--- src/rtl/wb_classic_regfile_device.sv ---
// Wishbone B4 classic single-transfer responder with a small register file and programmable wait states.
// Optional macro WB_DEV_ERR_EN: unmapped addresses terminate with err_o instead of ack_o.
module wb_classic_regfile_device #(
  parameter int DAT_WIDTH   = 8,
  parameter int ADR_WIDTH   = 4,
  parameter int DEPTH       = 12,
  parameter int WAIT_STATES = 0
) (
  input  logic                 clk_i,
  input  logic                 rst_i,
  input  logic                 cyc_i,
  input  logic                 stb_i,
  input  logic                 we_i,
  input  logic [ADR_WIDTH-1:0] adr_i,
  input  logic [DAT_WIDTH-1:0] dat_i,
  output logic [DAT_WIDTH-1:0] dat_o,
  output logic                 ack_o,
  output logic                 err_o,
  output logic                 rty_o,
  output logic                 busy_o
);

  // state | meaning
  // IDLE  | no request held; a request at this edge is captured
  // WAIT  | request held (busy); counting down, aborted if cyc/stb drops
  // RESP  | single-cycle termination on ack_o or err_o
  typedef enum logic [1:0] {S_IDLE, S_WAIT, S_RESP} state_e;

  localparam logic [3:0]         WS_CNT  = 4'(WAIT_STATES);
  localparam logic [ADR_WIDTH:0] DEPTH_L = (ADR_WIDTH+1)'(DEPTH);

  state_e               state_q, state_d;
  logic [3:0]           cnt_q, cnt_d;
  logic [ADR_WIDTH-1:0] adr_q, adr_d;
  logic                 we_q, we_d;
  logic [DAT_WIDTH-1:0] wdat_q, wdat_d;
  logic [DAT_WIDTH-1:0] rdat_q, rdat_d;
  logic                 ack_q, ack_d;
  logic [DAT_WIDTH-1:0] regs_q [DEPTH];
  logic                 req;
  logic                 mapped;
  logic                 commit;
`ifdef WB_DEV_ERR_EN
  logic                 err_q, err_d;
`endif

  assign req    = cyc_i && stb_i;
  assign mapped = ({1'b0, adr_q} < DEPTH_L);

  always_comb begin
    state_d = state_q;
    cnt_d   = cnt_q;
    adr_d   = adr_q;
    we_d    = we_q;
    wdat_d  = wdat_q;
    rdat_d  = '0;
    ack_d   = 1'b0;
    commit  = 1'b0;
`ifdef WB_DEV_ERR_EN
    err_d   = 1'b0;
`endif
    case (state_q)
      S_IDLE: begin
        if (req) begin
          adr_d   = adr_i;
          we_d    = we_i;
          wdat_d  = dat_i;
          cnt_d   = WS_CNT;
          state_d = S_WAIT;
        end
      end
      S_WAIT: begin
        if (!req) begin
          state_d = S_IDLE;
        end else if (cnt_q == 4'd0) begin
          state_d = S_RESP;
          commit  = we_q && mapped;
          rdat_d  = (!we_q && mapped) ? regs_q[adr_q] : '0;
`ifdef WB_DEV_ERR_EN
          ack_d   = mapped;
          err_d   = !mapped;
`else
          ack_d   = 1'b1;
`endif
        end else begin
          cnt_d = cnt_q - 4'd1;
        end
      end
      S_RESP:  state_d = S_IDLE;
      default: state_d = S_IDLE;
    endcase
  end

  always_ff @(posedge clk_i or posedge rst_i) begin
    if (rst_i) begin
      state_q <= S_IDLE;
      cnt_q   <= '0;
      adr_q   <= '0;
      we_q    <= 1'b0;
      wdat_q  <= '0;
      rdat_q  <= '0;
      ack_q   <= 1'b0;
`ifdef WB_DEV_ERR_EN
      err_q   <= 1'b0;
`endif
    end else begin
      state_q <= state_d;
      cnt_q   <= cnt_d;
      adr_q   <= adr_d;
      we_q    <= we_d;
      wdat_q  <= wdat_d;
      rdat_q  <= rdat_d;
      ack_q   <= ack_d;
`ifdef WB_DEV_ERR_EN
      err_q   <= err_d;
`endif
    end
  end

  // Register file commits on the same edge that enters RESP.
  always_ff @(posedge clk_i or posedge rst_i) begin
    if (rst_i) begin
      for (int k = 0; k < DEPTH; k++) regs_q[k] <= '0;
    end else if (commit) begin
      regs_q[adr_q] <= wdat_q;
    end
  end

  assign dat_o  = rdat_q;
  assign ack_o  = ack_q;
  assign rty_o  = 1'b0;
  assign busy_o = (state_q == S_WAIT);
`ifdef WB_DEV_ERR_EN
  assign err_o  = err_q;
`else
  assign err_o  = 1'b0;
`endif

endmodule

--- config.mk ---
export PLATFORM = sky130hd
export DESIGN_NAME = wb_classic_regfile_device
export DESIGN_NICKNAME = d
export VERILOG_FILES = /design/src/rtl/wb_classic_regfile_device.sv
export SDC_FILE = /design/constraint.sdc
export NUM_CORES = 1
export LEC_CHECK = 0
export CORE_ASPECT_RATIO = 0.75
export CORE_MARGIN = 4
export CORE_UTILIZATION = 30
export DETAILED_ROUTE_END_ITERATION = 8
export PLACE_DENSITY = 0.43
export SKIP_CTS_REPAIR_TIMING = 1
export SLEW_MARGIN = 20
export SYNTH_ARGS = -nofsm -noshare
export SYNTH_HDL_FRONTEND = slang
export SYNTH_SLANG_ARGS = --single-unit
--- constraint.sdc ---
create_clock -name clk_i -period 12.1 [get_ports clk_i]
set_input_delay 2.42 -clock clk_i [delete_from_list [all_inputs] [get_ports clk_i]]
set_output_delay 2.42 -clock clk_i [all_outputs]
set_load 0.02 [all_outputs]
==> impl_metrics.ini <==
[cts]
worstSkewPairLatency_ns = 0.41
path_clk_slew_ns = 0.06
clockRootBuffer = clkbuf_16
cts_buffer_depth = 2
cts_buffers = 17
cts-htree-levels = 4
cts_tree = built
clkSinkCount = 124

[final_layout]
final_area_um2 = 6770
final_cell_mix = dfrtp_1, mux2_2, clkdlybuf4s50_1
seqCellArea_um2 = 3100
final_nets = 404
drive_gt1_frac = 0.456
layout_commonest_cell = dfrtp_1
synthToLayoutAreaGrowth_pct = 19.9
final_util = 0.366
multiInputGateArea_um2 = 2370
n_antenna_cell = 0
fillers = 1770

[critical_path]
worst_path_largest_cell_delay_ns = 0.66
cp_slowest_cell = clkdlybuf4s50_1
crit_arrival_ns = 1.83
critPathMaxFanout = 4
cp.required_ns = 9.68
reg2reg_from = cnt_q[0]$_DFFE_PP0P_
path_class = reg -> out
reg2reg_slack_ns = 9.35
rr_worst_depth = 5
endpoint_kind = output pin
critical_path.startpoint_type = flip-flop
r2r-end = regs_q[65]$_DFFE_PP0P_
critical_path.cell_chain = nor2b_1 -> clkdlybuf4s50_1

[drt]
avgRoutedWirePerCell_um = 19.3
wl_um = 12500
first_iter_violations = 185
drc = 0
drt-pass1-iter-count = 4
num_vias = 3137
antenna_left = 0
viasPerCell = 4.86

[synthesis]
synthCells = 363
synth.avg_cell_area_um2 = 15.6
yosys_warnings = 0
syn_area_um2 = 5650
seq_area_frac_synth = 0.549
ys_ff_latch = 124
ys_types = 32

[power_and_ir_drop]
power.density_nw_per_um2 = 179
vdd_drop_max_uv = 78.8
p_total_mw = 1.21
p_leak_nw = 3.07

[sta]
clock.fmax_mhz = 236
finClkSkew_ns = 0.00820
finalMaxSlewViolations = 0
final-setup-viol-count = 0
period_share = 0.351
hold_viol = 0
timing.slew.headroom = 0.399
rsz0062_at_grt = no
min_period_ns = 4.25
worstMarginPinSlew_ns = 0.895
setup_tns_ns = 0

[worst_hold_path]
holdPathStages = 1
min_path_type = reg -> reg
hold_path_end = regs_q[54]$_DFFE_PP0P_
holdCritStartpoint = regs_q[54]$_DFFE_PP0P_

[floorplanning]
coreArea_um2 = 18500
die_area_um2 = 21100
fp.dieH_um = 127
start_util = 0.305
io_pins = 29
num_rows = 43
fp.dieW_um = 166

[global_routing]
met1_usage = 0.183
grt_usage = 0.127
grt_max_degree = 67
grt_pass1_wl_um = 20400
grt_overflow_total = 0
use_met3 = 0.0302
antenna_found_initial = 0
grt_pass1_vias = 3366
gr-max-usage-layer = met2
met2_usage = 0.190

[placed_design]
gp_congestion = 0.669
hpwl_um = 7870
place_area_um2 = 6120
portBuffers = 26

[run_status]
status = finished, final reports clean

[run]
cap_violations = 0
-- registers in the layout, indices dropped and copies added, names as in the netlist --
name,flops
ack_o,1
state_q,2
regs_q,96
adr_q,4
cnt_q,4
we_q,1
dat_o,8
wdat_q,8
-- worst max-delay path, delay by kind of cell (launching register included) --
kind	cells	cell delay, ns
simple gates	1	0.31
flops	1	0.44
buf+inv	1	0.66
-- where the power goes --
part	switching (mW)	leakage, nW	internal (mW)
registers	0.0457	1.69	0.454
clock network	0.189	0.310	0.357
logic	0.0833	1.07	0.0809
-- synthesized netlist by cell type --
cell type / n / area share
dfrtp_1: 124 / 0.55
mux2_2: 108 / 0.22
mux4_2: 24 / 0.096
clkbuf_1: 12 / 0.0080
inv_1: 12 / 0.0080
buf_2: 10 / 0.0089
mux2i_1: 9 / 0.016
nor4_4: 8 / 0.030
o22ai_1: 8 / 0.0089
nand4_1: 5 / 0.0055
buf_4: 4 / 0.0053
nand2b_1: 4 / 0.0044
nor2_1: 4 / 0.0027
o21ai_0: 4 / 0.0035
or4_1: 4 / 0.0053
nand3b_1: 3 / 0.0040
a21oi_1: 2 / 0.0018
buf_1: 2 / 0.0013
nor4b_1: 2 / 0.0031
nor4bb_1: 2 / 0.0035
and3b_1: 1 / 0.0016
buf_6: 1 / 0.0020
conb_1: 1 / 0.00066
ha_1: 1 / 0.0022
mux2_1: 1 / 0.0020
nand2_1: 1 / 0.00066
nand3_1: 1 / 0.00089
nand4bb_4: 1 / 0.0049
nor2b_1: 1 / 0.0011
nor4_1: 1 / 0.0011
or2_2: 1 / 0.0011
or3_1: 1 / 0.0011
-- area by class of cell --
type / instances / area share
flip-flops and latches: 124 / 0.458
multi-input cells: 199 / 0.349
clock buffers: 19 / 0.0669
well taps: 247 / 0.0456
repair buffers: 32 / 0.0451
clock inverters: 13 / 0.0279
inverters: 12 / 0.00702
-- per-stage QoR --
step	cells	hold WS [ns]	worst slack, ns
6_report	646	0.486	7.85
5_1_grt	646	0.513	7.76
4_1_cts	646	0.488	7.81
3_5_place_dp	614	0.475	7.52
3_3_place_gp	614	0.474	7.53
2_1_floorplan	364	0.453	6.38
-- worst max-delay path by stage --
stage	start	to	slack, ns	depth (start not counted)
floorplan	rst_i	ack_o$_DFF_PP0_	6.38	1
global route	state_q[0]$_DFFE_PP0P_	busy_o	7.76	2
global placement	stb_i	regs_q[70]$_DFFE_PP0P_	7.53	4
detailed placement	cyc_i	regs_q[52]$_DFFE_PP0P_	7.52	5
finish	state_q[0]$_DFFE_PP0P_	busy_o	7.85	2
CTS	state_q[0]$_DFFE_PP0P_	busy_o	7.81	2
-- cell families after synthesis --
kind of cell | Yosys count | share of synthesized area
flops | 124 | 0.549
simple gates | 40 | 0.0711
mux | 142 | 0.329
buf+inv | 41 | 0.0335
compound gates | 14 | 0.0142
other cells | 1 | 0.000664
fa+ha+maj | 1 | 0.00221
-- per-layer routing --
| metal | share of wire | routed length, um | vias up |
|---|---|---|---|
| met4 | 0.0076 | 95 | 0 |
| met5 | 0 | 0 | - |
| met3 | 0.032 | 398 | 11 |
| met1 | 0.50 | 6200 | 1682 |
| li1 | - | - | 1399 |
| met2 | 0.46 | 5750 | 45 |
Note: power is estimated with default switching activity, not from simulation.
